**src/rtl/audio_sample_conditioner.sv**
```systemverilog
// Stereo soft-mute and underrun conditioner that drives audio_sample_word into the HDMI packet picker.
// Define AUDIO_SAMPLE_CONDITIONER_UNDERRUN_COUNT_EN to build the underrun_count statistic counter.
module audio_sample_conditioner #(
  parameter int AUDIO_BIT_WIDTH = 16,
  parameter int RAMP_SHIFT      = 8,
  parameter int UNDERRUN_LIMIT  = 4
) (
  input  logic                              clk_audio,
  input  logic                              reset,
  input  logic                              in_valid,
  output logic                              in_ready,
  input  logic signed [AUDIO_BIT_WIDTH-1:0] in_left,
  input  logic signed [AUDIO_BIT_WIDTH-1:0] in_right,
  input  logic                              mute_req,
  output logic signed [AUDIO_BIT_WIDTH-1:0] audio_sample_word [2],
  output logic        [RAMP_SHIFT:0]        gain,
  output logic        [1:0]                 state,
  output logic                              underrun,
  output logic        [15:0]                underrun_count
);

  localparam int GW = RAMP_SHIFT + 1;
  localparam int PW = AUDIO_BIT_WIDTH + RAMP_SHIFT + 2;
  localparam logic [GW-1:0] GMAX     = {1'b1, {RAMP_SHIFT{1'b0}}};
  localparam logic [GW-1:0] GAIN_ONE = GW'(1);
  localparam logic [7:0]    LIMIT    = 8'(UNDERRUN_LIMIT);

  typedef enum logic [1:0] {
    MUTED     = 2'b00,
    RAMP_UP   = 2'b01,
    PLAY      = 2'b10,
    RAMP_DOWN = 2'b11
  } state_t;

  state_t                              r_state;
  logic        [GW-1:0]                r_gain;
  logic signed [AUDIO_BIT_WIDTH-1:0]   r_holdL;
  logic signed [AUDIO_BIT_WIDTH-1:0]   r_holdR;
  logic signed [AUDIO_BIT_WIDTH-1:0]   r_wordL;
  logic signed [AUDIO_BIT_WIDTH-1:0]   r_wordR;
  logic        [7:0]                   r_missCount;
  logic                                r_underrun;

  logic                                w_handshake;
  logic        [7:0]                   w_missNext;
  logic signed [AUDIO_BIT_WIDTH-1:0]   w_curL;
  logic signed [AUDIO_BIT_WIDTH-1:0]   w_curR;
  logic signed [GW:0]                  w_gainS;
  logic signed [PW-1:0]                w_prodL;
  logic signed [PW-1:0]                w_prodR;
  logic signed [AUDIO_BIT_WIDTH-1:0]   w_scaledL;
  logic signed [AUDIO_BIT_WIDTH-1:0]   w_scaledR;

  assign in_ready    = ~reset;
  assign w_handshake = in_valid & in_ready;

  // On a missed sample the last accepted one is repeated rather than dropping to zero.
  assign w_curL = w_handshake ? in_left  : r_holdL;
  assign w_curR = w_handshake ? in_right : r_holdR;

  assign w_missNext = w_handshake ? 8'd0 :
                      (r_missCount == 8'hFF) ? r_missCount : r_missCount + 8'd1;

  // Gain is zero-extended to stay positive; the wide product cannot overflow even at -full-scale * GMAX.
  assign w_gainS   = $signed({1'b0, r_gain});
  assign w_prodL   = PW'(w_curL) * PW'(w_gainS);
  assign w_prodR   = PW'(w_curR) * PW'(w_gainS);
  assign w_scaledL = AUDIO_BIT_WIDTH'(w_prodL >>> RAMP_SHIFT);
  assign w_scaledR = AUDIO_BIT_WIDTH'(w_prodR >>> RAMP_SHIFT);

  always_ff @(posedge clk_audio) begin
    if (reset) begin
      r_holdL     <= '0;
      r_holdR     <= '0;
      r_wordL     <= '0;
      r_wordR     <= '0;
      r_missCount <= '0;
      r_underrun  <= 1'b0;
    end else begin
      if (w_handshake) begin
        r_holdL <= in_left;
        r_holdR <= in_right;
      end
      r_missCount <= w_missNext;
      r_underrun  <= ~w_handshake;
      r_wordL     <= w_scaledL;
      r_wordR     <= w_scaledR;
    end
  end

  // Ramps only move one step per sample; an abort from RAMP_UP continues downward from the current gain.
  always_ff @(posedge clk_audio) begin
    if (reset) begin
      r_state <= MUTED;
      r_gain  <= '0;
    end else begin
      case (r_state)
        MUTED: begin
          r_gain <= '0;
          if (!mute_req && in_valid) begin
            r_state <= RAMP_UP;
          end
        end
        RAMP_UP: begin
          if (mute_req) begin
            if (r_gain <= GAIN_ONE) begin
              r_gain  <= '0;
              r_state <= MUTED;
            end else begin
              r_gain  <= r_gain - GAIN_ONE;
              r_state <= RAMP_DOWN;
            end
          end else if (r_gain >= GMAX - GAIN_ONE) begin
            r_gain  <= GMAX;
            r_state <= PLAY;
          end else begin
            r_gain <= r_gain + GAIN_ONE;
          end
        end
        PLAY: begin
          r_gain <= GMAX;
          if (mute_req || (w_missNext >= LIMIT)) begin
            r_state <= RAMP_DOWN;
          end
        end
        RAMP_DOWN: begin
          if (r_gain <= GAIN_ONE) begin
            r_gain  <= '0;
            r_state <= MUTED;
          end else begin
            r_gain <= r_gain - GAIN_ONE;
          end
        end
        default: begin
          r_gain  <= '0;
          r_state <= MUTED;
        end
      endcase
    end
  end

`ifdef AUDIO_SAMPLE_CONDITIONER_UNDERRUN_COUNT_EN
  logic [15:0] r_underrunCount;

  // Only misses while audio is audible are counted; the count sticks at all-ones.
  always_ff @(posedge clk_audio) begin
    if (reset) begin
      r_underrunCount <= '0;
    end else if ((r_state != MUTED) && !w_handshake && (r_underrunCount != 16'hFFFF)) begin
      r_underrunCount <= r_underrunCount + 16'd1;
    end
  end

  assign underrun_count = r_underrunCount;
`else
  assign underrun_count = 16'd0;
`endif

  assign audio_sample_word[0] = r_wordL;
  assign audio_sample_word[1] = r_wordR;
  assign gain                 = r_gain;
  assign state                = r_state;
  assign underrun             = r_underrun;

endmodule

```
**config.mk**
```make
export PLATFORM = sky130hd
export DESIGN_NAME = audio_sample_conditioner
export DESIGN_NICKNAME = d
export VERILOG_FILES = /design/src/rtl/audio_sample_conditioner.sv
export SDC_FILE = /design/constraint.sdc
export NUM_CORES = 1
export LEC_CHECK = 0
export CORE_MARGIN = 3
export CORE_UTILIZATION = 55
export CTS_BUF_LIST = sky130_fd_sc_hd__clkbuf_8
export DETAILED_ROUTE_END_ITERATION = 16
export PLACE_DENSITY = 0.76
export SLEW_MARGIN = 5
export SYNTH_ARGS = -nofsm -noshare
export SYNTH_HDL_FRONTEND = slang
export SYNTH_SLANG_ARGS = --single-unit
```
**constraint.sdc**
```tcl
create_clock -name clk_audio -period 9.43 [get_ports clk_audio]
set_clock_uncertainty 0.05 [all_clocks]
set_input_delay 1.886 -clock clk_audio [delete_from_list [all_inputs] [get_ports clk_audio]]
set_output_delay 1.886 -clock clk_audio [all_outputs]
set_load 0.02 [all_outputs]
```
==> impl_results.md <==
* Critical path's slowest cell: sky130_fd_sc_hd__nor2b_4
* Vias in the first global route at 10.35k
* Post-placement cell count at ~1.8k
* Count of non-filler cells in the finished layout at about 1.9k
* First-pass GRT wire length at slightly below 50000 microns
* Destination of the worst register-to-register timing path: r_wordR[9]$_SDFF_PP0_
* Worst Tran Pin Value at around 0.93 ns
* RD Place Congestion at 0.8715
* Final net count at 1908
* Post-CTS setup buffers at 0
* Worst R2R Path Depth at 18
* Setup tns final at 0 ns
* Number of vias per cell after detailed routing at 5.416
* Largest area contributor in the netlist: sky130_fd_sc_hd__fa_1
* Row count at 56
* Gr usage total at 23.45%
* Class of the most critical hold timing path: flip-flop to flip-flop
* Most used flip-flop cell after synthesis: sky130_fd_sc_hd__dfxtp_1
* Final Cycle Share at 86.38%
* Critical R2R Launch: gain[8]$_SDFF_PP0_
* F_max at 122.8 MHz
* Antenna violations before repair at 0
* Count of final hold-check violations at 0
* Count of cell instances traversed by the critical path at 21
* Fraction of layout cells with a size suffix above 1 at 4.925%
* Drt wl/cell at about 15 microns
* Run status: finished, final reports clean
* Reported leakage power at 0.007408 uW
* Fill cell total of the finished layout at ~2k
* Multi-input gate area in the final layout at approximately 10000 sq um
* Maximum fanout count along the critical path at 24
* GR Layer Usage met1 at 31.48%
* CTS Hold Bufs at 0
* Area of the die at around 26000 sq um
* Number of flops mapped to enable cells by yosys at 0
* Wirelength, routed at 28800 microns
* Global route total overflow at 0
* First-pass iteration count of the detailed router at 5
* Clock root buffer: sky130_fd_sc_hd__clkbuf_8
* Antenna Diode Count at 0
* Ratio of total power to cell area at 63.12 nW/um^2
* Crit-path leading delay family: adder cells
* Crit path DAT at 8.38 ns
* Half-perimeter wire length after placement at 22530 microns
* Final setup violation count at 0
* Num CTS Buffers at 9
* Nature of the critical path startpoint: primary input
* Number of DRC markers after the initial detailed-route iteration at 544
* Yosys cell types at 64
* Setup repair after global routing missed its margin: false
* Startpoint of the most critical hold path: r_holdR[15]$_SDFF_PP0_
* Number of maximum-capacitance violations at 0
* Core occupancy in the finished layout at between 60% and 70%
* Area of the placeable core at roughly 24000 sq um
* Antenna-violating nets left at 0
* Register-to-Register Setup Slack at 3.35 ns
* Worst max-slew margin expressed relative to the limit at 37.74%
* Asr flop ratio synth at 0%
* Flops & latches, synth at 84
* Instance count of the mapped netlist at 1486
* # clock sinks at 84
* Most common cell type on the critical path: sky130_fd_sc_hd__fa_1
* Dominant cell by count in the synthesized netlist: sky130_fd_sc_hd__inv_1
* Critical-path cell list: clkdlybuf4s50_1 > nor2b_4 > buf_12 > mux2_2 > nand2_1 > fa_1 > inv_1 > fa_1 > fa_1 > fa_1 > inv_1 > fa_1 > inv_1 > ha_1 > a21o_1 > a21o_1 > a21oi_1 > a21bo_1 > a21oi_2 > mux2_1 > a311o_1
* Final count of pins violating max slew at 0
* Top Ports at 97
* Worst Setup End Kind: flip-flop
* TritonCTS clock tree: done
* Post-layout min period at about 8 ns
* Post-synthesis cell area at 13210 sq um
* Total power consumption of the routed design at around 910 uW
* Yosys top cell area share at 34.56%
* Width of the chip at 161.0 microns
* Seq. cell area at ~1700 sq um
* Number of buffers and inverters on the critical path at 5
* GR Util met3 at ~4.0%
* Share of the yosys chip area belonging to registers at around an eighth
* Maximum number of pins on one net before global-route repair at 51
* Peak supply drop at roughly 0.058 mV
* Worst-Skew Late Latency at ~0.4 ns
* Synthesized area per cell at 8.888 sq um
* Critical path's largest stage delay at 0.61 ns
* Worst setup path category: primary input to flip-flop
* Busiest layer in global routing: met2
* Count of buffers inserted at the top-level ports at 80
* Initial Utilization at 56.10%
* Post-CTS clock slew at the launch and capture registers of the worst setup and hold paths at 0.09 ns
* Routing usage on met2 at 39.31%
* Number of levels in the clock H-tree at 3
* Hold Path Sink: r_holdR[15]$_SDFF_PP0_
* Crit path required time at 9.67 ns
* Post-cts repair resize count at 0
* Count of yosys warnings during synthesis at 0
* CTS Buffer Depth at 2
* Area added between synthesis and finish at 9.691%
* Most frequent cells after synthesis: sky130_fd_sc_hd__inv_1, sky130_fd_sc_hd__fa_1, sky130_fd_sc_hd__nand2_1
* Height of the chip at 161.0 microns
* Total via count in the routed design at 10.08k
* Top cells by area in the synthesized netlist: sky130_fd_sc_hd__fa_1, sky130_fd_sc_hd__dfxtp_1, sky130_fd_sc_hd__ha_1
* Remaining routing DRC violations at 0
* Hold path cells at 2
[metal layers]
layer | part of all wire, % | routed length (microns)
met1 | 43 | 12350
met3 | 5.9 | 1703
met4 | 2.3 | 673
met2 | 49 | 14070
met5 | 0 | 0
[registers in the layout, indices dropped and copies added (netlist names), named ones only]
signal	count
r_missCount	8
underrun	1
r_holdR	16
r_wordR	16
gain	9
r_holdL	16
r_wordL	16
state	1
[kinds of logic after synthesis]
group           after synthesis  synth area share, %
buf+inv                     353                10.61
other cells                   1              0.02839
flops                        84                12.73
fa+ha+maj                   333                44.51
simple gates                490                17.74
mux                          56                4.689
compound gates              126                6.840
xor+xnor                     43                2.851
[final cells by class]
class,count,share of cell area [%]
sequential,84,11.62
tap,319,2.755
clock inverter,5,0.5355
multi-input combinational,1064,70.33
clock buffer,10,0.9500
inverter,282,7.306
timing repair buffer,98,6.512
[power by group]
group	internal, uW	switching, uW	leakage (uW)
clock network	154	148	0.000114
logic	91.1	142	0.00661
registers	369	10.6	0.000683
[per-stage QoR]
stage          worst slack [ns]  hold slack (ns)  instance area [sq um]
2_1_floorplan             1.816           0.4252                  13260
6_report                  1.284           0.4700                  14490
4_1_cts                   1.266           0.4745                  14490
5_1_grt                  0.9101           0.5145                  14490
3_5_place_dp             0.8633           0.4504                  14270
3_3_place_gp              1.037           0.4393                  14270
[worst register-to-register path: stages (launching register included)]
cell	delay, ns
sky130_fd_sc_hd__dfxtp_1	0.31
sky130_fd_sc_hd__buf_4	0.23
sky130_fd_sc_hd__clkinv_1	0.76
sky130_fd_sc_hd__nor2_1	0.40
sky130_fd_sc_hd__ha_1	0.29
sky130_fd_sc_hd__fa_1	0.40
sky130_fd_sc_hd__fa_1	0.49
sky130_fd_sc_hd__fa_1	0.51
sky130_fd_sc_hd__inv_1	0.05
sky130_fd_sc_hd__fa_1	0.48
sky130_fd_sc_hd__inv_1	0.04
sky130_fd_sc_hd__ha_1	0.35
sky130_fd_sc_hd__a21o_1	0.19
sky130_fd_sc_hd__a21o_1	0.17
sky130_fd_sc_hd__a21oi_1	0.16
sky130_fd_sc_hd__a21bo_1	0.26
sky130_fd_sc_hd__a21oi_2	0.19
sky130_fd_sc_hd__mux2_1	0.34
sky130_fd_sc_hd__a311o_1	0.31
[cell usage in the layout (no fill, tap or decap), types with 4 or more instances in the layout]
cell and n:
sky130_fd_sc_hd__a21oi_1 25, sky130_fd_sc_hd__o21ai_0 17, sky130_fd_sc_hd__nor2b_1 35, sky130_fd_sc_hd__clkdlybuf4s50_1 79, sky130_fd_sc_hd__ha_1 105, sky130_fd_sc_hd__mux2i_1 27, sky130_fd_sc_hd__xor2_1 14, sky130_fd_sc_hd__a21o_1 13
sky130_fd_sc_hd__dfxtp_1 83, sky130_fd_sc_hd__mux2_2 26, sky130_fd_sc_hd__and2_1 85, sky130_fd_sc_hd__or2_2 5, sky130_fd_sc_hd__buf_4 17, sky130_fd_sc_hd__nand3_1 15, sky130_fd_sc_hd__nand2_1 169, sky130_fd_sc_hd__nand4_1 8
sky130_fd_sc_hd__nand2b_1 12, sky130_fd_sc_hd__conb_1 16, sky130_fd_sc_hd__a31oi_1 5, sky130_fd_sc_hd__o211ai_1 5, sky130_fd_sc_hd__inv_1 281, sky130_fd_sc_hd__nor2_1 110, sky130_fd_sc_hd__a311oi_1 4, sky130_fd_sc_hd__xnor2_1 29
sky130_fd_sc_hd__and3_1 17, sky130_fd_sc_hd__clkbuf_8 10, sky130_fd_sc_hd__a211oi_1 11, sky130_fd_sc_hd__o21bai_1 4, sky130_fd_sc_hd__nor3_1 18, sky130_fd_sc_hd__o21a_1 8, sky130_fd_sc_hd__fa_1 228
[worst max-delay path by stage]
stage / start / end / slack (ns)
floorplan: in_valid / r_wordR[9]$_SDFF_PP0_ / 1.82
global placement: in_valid / r_wordR[9]$_SDFF_PP0_ / 1.04
detailed placement: in_valid / r_wordR[9]$_SDFF_PP0_ / 0.86
CTS: in_valid / r_wordR[9]$_SDFF_PP0_ / 1.27
global route: in_valid / r_wordR[9]$_SDFF_PP0_ / 0.91
finish: in_valid / r_wordR[9]$_SDFF_PP0_ / 1.28
Power figures use the tool's default switching activity.
